<file path="src/rtl/tmds_pkg.sv">
// Shared TMDS definitions: symbol width, control tokens and the aligner state type.
// Imported by both the encoder and decoder sides of the link.
package tmds_pkg;

    localparam int unsigned SYMBOL_WIDTH = 10;

    // Control tokens as they appear on the wire (bit 0 transmitted first).
    localparam logic [SYMBOL_WIDTH-1:0] CTRL_TOKEN_00 = 10'b1101010100;
    localparam logic [SYMBOL_WIDTH-1:0] CTRL_TOKEN_01 = 10'b0010101011;
    localparam logic [SYMBOL_WIDTH-1:0] CTRL_TOKEN_10 = 10'b0101010100;
    localparam logic [SYMBOL_WIDTH-1:0] CTRL_TOKEN_11 = 10'b1010101011;

    typedef enum logic [1:0] {
        StSearch,
        StSlip,
        StSettle,
        StLocked
    } align_state_e;

    // Largest of three values; sizes the shared cycle timer.
    function automatic int unsigned max3(input int unsigned a, input int unsigned b,
                                         input int unsigned c);
        int unsigned m;
        m = a;
        if (b > m) m = b;
        if (c > m) m = c;
        return m;
    endfunction

endpackage

</file>
<file path="src/rtl/tmds_symbol_decode.sv">
// Combinational TMDS symbol classifier and 10b-to-8b data decoder.
module tmds_symbol_decode
    import tmds_pkg::*;
(
    input  logic [SYMBOL_WIDTH-1:0] i_word,
    output logic                    o_is_ctrl,
    output logic [1:0]              o_ctrl,
    output logic [7:0]              o_data
);

    logic [7:0] w_d;

    // Match the four control tokens; anything else is a data symbol.
    always_comb begin
        o_is_ctrl = 1'b1;
        o_ctrl    = 2'b00;
        case (i_word)
            CTRL_TOKEN_00: o_ctrl = 2'b00;
            CTRL_TOKEN_01: o_ctrl = 2'b01;
            CTRL_TOKEN_10: o_ctrl = 2'b10;
            CTRL_TOKEN_11: o_ctrl = 2'b11;
            default:       o_is_ctrl = 1'b0;
        endcase
    end

    // Undo the optional inversion (q[9]) then the XOR/XNOR chain (q[8] selects XOR).
    always_comb begin
        w_d       = i_word[9] ? ~i_word[7:0] : i_word[7:0];
        o_data    = '0;
        o_data[0] = w_d[0];
        for (int i = 1; i < 8; i++) begin
            o_data[i] = i_word[8] ? (w_d[i] ^ w_d[i-1]) : ~(w_d[i] ^ w_d[i-1]);
        end
    end

endmodule

</file>
<file path="src/rtl/tmds_channel_decoder.sv">
// One TMDS channel: word-alignment FSM driving the deserializer bitslip, lock
// tracking on control-token runs, and registered video outputs.
module tmds_channel_decoder
    import tmds_pkg::*;
#(
    parameter int unsigned LOCK_COUNT     = 16,
    parameter int unsigned SEARCH_TIMEOUT = 4096,
    parameter int unsigned SLIP_WAIT      = 8,
    parameter int unsigned LOSS_TIMEOUT   = 16384
) (
    input  logic                    clock,
    input  logic                    reset,
    input  logic [SYMBOL_WIDTH-1:0] tmds_word,
    output logic                    bitslip,
    output logic                    locked,
    output logic [3:0]              align_phase,
    output logic                    video_de,
    output logic [1:0]              video_ctrl,
    output logic [7:0]              video_data
);

    localparam int unsigned TIMER_MAX = max3(SEARCH_TIMEOUT, SLIP_WAIT, LOSS_TIMEOUT);
    localparam int unsigned TIMER_W   = $clog2(TIMER_MAX + 1);
    localparam int unsigned RUN_W     = $clog2(LOCK_COUNT + 1);

    localparam logic [TIMER_W-1:0] SEARCH_LAST = TIMER_W'(SEARCH_TIMEOUT - 1);
    localparam logic [TIMER_W-1:0] SETTLE_LAST = TIMER_W'(SLIP_WAIT - 1);
    localparam logic [TIMER_W-1:0] LOSS_LAST   = TIMER_W'(LOSS_TIMEOUT - 1);
    localparam logic [RUN_W-1:0]   RUN_FULL    = RUN_W'(LOCK_COUNT);

    align_state_e            r_state, w_state_next;
    logic [TIMER_W-1:0]      r_timer, w_timer_next, w_timer_inc;
    logic [RUN_W-1:0]        r_run_cnt, w_run_next, w_run_track;
    logic [SYMBOL_WIDTH-1:0] r_prev_word, w_prev_next;
    logic                    w_run_full;

    logic       r_bitslip, w_bitslip_next;
    logic       r_locked, w_locked_next;
    logic [3:0] r_align_phase, w_align_next;
    logic       r_video_de, w_de_next;
    logic [1:0] r_video_ctrl, w_ctrl_next;
    logic [7:0] r_video_data, w_data_next;

    logic       w_is_ctrl;
    logic [1:0] w_ctrl;
    logic [7:0] w_data;

    tmds_symbol_decode u_symbol_decode (
        .i_word    (tmds_word),
        .o_is_ctrl (w_is_ctrl),
        .o_ctrl    (w_ctrl),
        .o_data    (w_data)
    );

    // Saturating token-run length and cycle timer as seen by this word.
    always_comb begin
        w_timer_inc = (r_timer == '1) ? r_timer : r_timer + TIMER_W'(1);
        if (!w_is_ctrl) begin
            w_run_track = '0;
        end else if (tmds_word == r_prev_word) begin
            w_run_track = (r_run_cnt == RUN_FULL) ? r_run_cnt : r_run_cnt + RUN_W'(1);
        end else begin
            w_run_track = RUN_W'(1);
        end
        w_run_full = (w_run_track == RUN_FULL);
    end

    // Aligner next-state: one timer serves search timeout, settle wait and loss timeout.
    always_comb begin
        w_state_next = r_state;
        w_timer_next = r_timer;
        w_run_next   = r_run_cnt;
        w_prev_next  = r_prev_word;
        unique case (r_state)
            StSearch: begin
                w_prev_next = tmds_word;
                w_run_next  = w_run_track;
                // Lock takes priority over a coincident timeout.
                if (w_run_full) begin
                    w_state_next = StLocked;
                    w_timer_next = '0;
                end else if (r_timer == SEARCH_LAST) begin
                    w_state_next = StSlip;
                    w_timer_next = '0;
                    w_run_next   = '0;
                    w_prev_next  = '0;
                end else begin
                    w_timer_next = w_timer_inc;
                end
            end
            StSlip: begin
                w_state_next = StSettle;
                w_timer_next = '0;
                w_run_next   = '0;
                w_prev_next  = '0;
            end
            StSettle: begin
                // Deserializer output is untrustworthy here, so keep everything cleared.
                w_run_next  = '0;
                w_prev_next = '0;
                if (r_timer == SETTLE_LAST) begin
                    w_state_next = StSearch;
                    w_timer_next = '0;
                end else begin
                    w_timer_next = w_timer_inc;
                end
            end
            StLocked: begin
                w_prev_next = tmds_word;
                w_run_next  = w_run_track;
                if (w_run_full) begin
                    w_timer_next = '0;
                end else if (r_timer == LOSS_LAST) begin
                    w_state_next = StSearch;
                    w_timer_next = '0;
                    w_run_next   = '0;
                    w_prev_next  = '0;
                end else begin
                    w_timer_next = w_timer_inc;
                end
            end
            default: begin
                w_state_next = StSearch;
                w_timer_next = '0;
                w_run_next   = '0;
                w_prev_next  = '0;
            end
        endcase
    end

    // Output next values; gating on the next lock state keeps video zero whenever locked is 0.
    always_comb begin
        w_locked_next  = (w_state_next == StLocked);
        w_bitslip_next = (w_state_next == StSlip);
        w_align_next   = r_align_phase;
        if (w_bitslip_next) begin
            w_align_next = (r_align_phase == 4'd9) ? 4'd0 : r_align_phase + 4'd1;
        end
        w_de_next   = 1'b0;
        w_ctrl_next = r_video_ctrl;
        w_data_next = '0;
        if (!w_locked_next) begin
            w_ctrl_next = '0;
        end else if (w_is_ctrl) begin
            w_ctrl_next = w_ctrl;
        end else begin
            w_de_next   = 1'b1;
            w_data_next = w_data;
        end
    end

    // FSM state and counters.
    always_ff @(posedge clock) begin
        if (reset) begin
            r_state     <= StSearch;
            r_timer     <= '0;
            r_run_cnt   <= '0;
            r_prev_word <= '0;
        end else begin
            r_state     <= w_state_next;
            r_timer     <= w_timer_next;
            r_run_cnt   <= w_run_next;
            r_prev_word <= w_prev_next;
        end
    end

    // Registered status and video outputs.
    always_ff @(posedge clock) begin
        if (reset) begin
            r_bitslip     <= 1'b0;
            r_locked      <= 1'b0;
            r_align_phase <= '0;
            r_video_de    <= 1'b0;
            r_video_ctrl  <= '0;
            r_video_data  <= '0;
        end else begin
            r_bitslip     <= w_bitslip_next;
            r_locked      <= w_locked_next;
            r_align_phase <= w_align_next;
            r_video_de    <= w_de_next;
            r_video_ctrl  <= w_ctrl_next;
            r_video_data  <= w_data_next;
        end
    end

    assign bitslip     = r_bitslip;
    assign locked      = r_locked;
    assign align_phase = r_align_phase;
    assign video_de    = r_video_de;
    assign video_ctrl  = r_video_ctrl;
    assign video_data  = r_video_data;

endmodule

</file>
<file path="config.mk">
export PLATFORM = sky130hd
export DESIGN_NAME = tmds_channel_decoder
export DESIGN_NICKNAME = d
export VERILOG_FILES = /design/src/rtl/tmds_pkg.sv /design/src/rtl/tmds_symbol_decode.sv /design/src/rtl/tmds_channel_decoder.sv
export SDC_FILE = /design/constraint.sdc
export NUM_CORES = 1
export LEC_CHECK = 0
export CAP_MARGIN = 20
export CORE_MARGIN = 3
export CORE_UTILIZATION = 60
export DETAILED_ROUTE_END_ITERATION = 16
export HOLD_SLACK_MARGIN = 0.08
export PLACE_DENSITY_LB_ADDON = 0.15
export SYNTH_ARGS = -nofsm -noshare
export SYNTH_HDL_FRONTEND = slang
export SYNTH_SLANG_ARGS = --single-unit
</file>
<file path="constraint.sdc">
create_clock -name clock -period 4.4 [get_ports clock]
set_input_delay 1.1 -clock clock [delete_from_list [all_inputs] [get_ports clock]]
set_output_delay 1.1 -clock clock [all_outputs]
set_load 0.01 [all_outputs]
</file>
==> flow_summary.json <==
{
  "ioPinCount": 29,
  "ys_seq_area_share_pct": 39.00,
  "final_max_slew_viol_count": 0,
  "most_frequent_standard_cell_in_the_layout_excluding_fill_and_tap_cells": "sky130_fd_sc_hd__dfxtp_1",
  "period_share_pct": 85.69,
  "pre_cts_ws_ps": 354.4,
  "routedWlPerCell_um": 13.94,
  "fp-row-count": 22,
  "fmax_mhz": 265.2,
  "worstHoldPathType": "flip-flop to flip-flop",
  "leading_area_contributor_after_synthesis": "sky130_fd_sc_hd__dfxtp_1",
  "synthToLayoutAreaGrowth_pct": 15.77,
  "timing.setup.critical_path_class": "primary input to flip-flop",
  "tightest_slew_ps": 1086,
  "crit_required_ps": 4600,
  "cp_data_arrival_time_ps": 3970,
  "crit_path_top_delay_cell": "sky130_fd_sc_hd__clkdlybuf4s50_1",
  "postCtsResizedCells": 0,
  "seqPwrFrac_pct": 53.8,
  "synth_top_cells_by_area": "sky130_fd_sc_hd__dfxtp_1 39%, sky130_fd_sc_hd__xnor2_1 7.7%, sky130_fd_sc_hd__xor2_1 5.6%",
  "clkSinkCount": 49,
  "die_height_um": 70.74,
  "share_of_layout_cells_above_drive_strength_1_pct": 8.970,
  "cts.reportedPaths.clkPinSlew_ps": 80,
  "placed_cells": 341,
  "final_core_utilization_pct": 75.55,
  "placeable_core_region_um2": 3854,
  "detailed_place_hpwl_mm": 3.538,
  "ctsRootBufferMaster": "sky130_fd_sc_hd__clkbuf_8",
  "final_cell_mix": "49 x sky130_fd_sc_hd__dfxtp_1, 28 x sky130_fd_sc_hd__nor2_1, 28 x sky130_fd_sc_hd__clkdlybuf4s50_1",
  "ys.flop_type": "sky130_fd_sc_hd__dfxtp_1",
  "syn_area_um2": 2515,
  "finalSetupViolations": 0,
  "share_clk_of_total_power_pct": 38.6,
  "ys.warnings.count": 0,
  "post_cts_hold_buffer_count": 0,
  "number_of_flops_mapped_to_enable_cells_by_yosys": 0,
  "initial_utilization_pct": 65.26,
  "die-width_um": 70.74,
  "synth.distinct_cells": 53,
  "synth-async-reset-ratio_pct": 0,
  "synth_cells": 274,
  "hold_violations": 0,
  "critPathTopFamily": "simple AND/OR/NAND/NOR gates",
  "mappedNetlistNets": 289,
  "floorplan.die_area_um2": 5004,
  "finalWorstPathRequiredPeriod_ps": 3770,
  "final_antenna_net_count": 0,
  "drt_first_iter_violations": 147,
  "critical_path_peak_fanout": 13,
  "antenna_found_initial": 0,
  "antenna-diode-count": 0,
  "ir_drop_v": 0.0004052,
  "status": "finished clean",
  "cts_tree": "yes",
  "drt_pre_antenna_iters": 4,
  "critical_path.endpoint_type": "flip-flop",
  "postRouteWirelength_mm": 4.866,
  "internal_power_w": 0.0006674,
  "power_density_nw_per_um2": 290.1,
  "cp-start-kind": "primary input",
  "final_net_count": 315,
  "rsz_0062_raised_after_global_routing": "no",
  "cts_made_buffers": 5,
  "pin_count_of_the_biggest_net_entering_global_routing": 15,
  "syn_avg_cell_area_um2": 9.179,
  "sw_frac_of_total_pct": 21.00,
  "fin_worst_skew_ps": 4.696,
  "yosys.area.top_type_share_pct": 39.00,
  "cts_max_level": 2,
  "post_cts.repair.setup_buffers": 0,
  "finalSetupTns_ps": 0,
  "stdcell_count": 349,
  "post_drt_via_cell_ratio": 5.751,
  "post-layout-total-power_w": 0.0008448,
  "numPortBuffers": 28,
  "cap_viol_max_count": 0,
  "cts_max_path_buffers": 2,
  "postLayoutSetupSlackWorst_ps": 629.5,
  "crit_chain": "clkdlybuf4s50_1 > or4b_1 > or4_1 > a21o_1 > nor3_4 > a221oi_2 > nor4_1",
  "grt.total_usage_pct": 20.28,
  "total_switching_power_w": 0.0001774,
  "clk_latency_ps": 310,
  "p_comb_share_pct": 7.6,
  "global_route.overflow_total": 0,
  "drc": 0,
  "leakagePower_nw": 1.044,
  "timing.max_slew.rel_slack_pct": 27.62,
  "slowest_delay_ps": 690,
  "ys_seq_elements": 49,
  "critPathBufInv": 1,
  "place.gp.congestion": 0.8272,
  "routed-via-count": 2007,
  "grt_pass1_wl_mm": 8.431,
  "grt_pass1_vias": 1858
}
[worst min-delay path, cell delays in order (launching register included)]
cell and delay [ps]:
sky130_fd_sc_hd__dfxtp_1 330, sky130_fd_sc_hd__nand3_1 70, sky130_fd_sc_hd__a21oi_1 50
[through the flow]
step,area [µm²],hold slack (ps)
global route,2912,518.8
floorplan,2515,460.7
CTS,2912,491.0
detailed placement,2795,479.7
finish,2912,485.1
global placement,2795,474.3
[cell type report]
| type | instances | area [µm²] |
|---|---|---|
| sequential | 49 | 980.9 |
| multi-input combinational | 204 | 1414 |
| fill | 296 | 942.2 |
| inverter | 8 | 30.03 |
| clock buffer | 7 | 86.33 |
| timing repair buffer | 32 | 310.3 |
| clock inverter | 1 | 30.03 |
| tap | 48 | 60.06 |
[per-layer routing]
layer / track usage [%] / wire, µm / share of wire, %
met1: 27.96 / 2401 / 49
met3: 4.688 / 208 / 4.3
met2: 31.72 / 2211 / 45
met5: 0 / 0 / 0
met4: 6.054 / 46 / 0.95
[power groups by stage]
stage	registers, W	logic, W	clock network [W]
floorplan	0.000464	0.0000468	0
finish	0.000454	0.0000641	0.000326
CTS	0.000454	0.0000639	0.000333
detailed placement	0.000465	0.0000631	0
global route	0.000455	0.0000703	0.000347
global placement	0.000465	0.0000625	0
[synth_stat cells, types with 5 or more instances]
master                    count
sky130_fd_sc_hd__a21oi_1     12
sky130_fd_sc_hd__nand3_1      8
sky130_fd_sc_hd__and3_1       7
sky130_fd_sc_hd__nor2_1      28
sky130_fd_sc_hd__nor4_2       5
sky130_fd_sc_hd__and2_1      10
sky130_fd_sc_hd__xor2_1      16
sky130_fd_sc_hd__inv_1        7
sky130_fd_sc_hd__nor3_1       8
sky130_fd_sc_hd__nor4_1       6
sky130_fd_sc_hd__xnor2_1     22
sky130_fd_sc_hd__dfxtp_1     49
sky130_fd_sc_hd__nand2_1     20
[logic make-up (layout without fill, tap and decap cells)]
kind of cell | count (synthesis) | in the layout | share of synthesized area, %
XOR/XNOR | 38 | 38 | 13.23
multiplexers | 4 | 4 | 1.692
flip-flops | 49 | 49 | 39.00
adder cells (fa/ha/maj) | 3 | 3 | 1.493
AO/OA/AOI/OAI | 34 | 34 | 10.20
buffers and inverters | 21 | 48 | 4.776
AND/OR/NAND/NOR | 125 | 125 | 29.60
[final timing paths]
check	slack (ps)	to	cells past startpoint	start
worst min-delay path	490	r_timer[1]	2	r_timer[1]
worst min register to register	490	r_timer[1]	2	r_timer[1]
worst max-delay path	630	video_data[0]	7	tmds_word[8]
worst max register to register	1650	video_data[0]	8	r_run_cnt[0]
[flip-flops by register name, summed over array words and instances, names as in the netlist]
name	cells
bitslip	1
video_de	1
locked	1
r_timer	15
video_data	8
r_state	2
align_phase	4
video_ctrl	2
r_run_cnt	5
r_prev_word	10
Power figures use the tool's default switching activity.
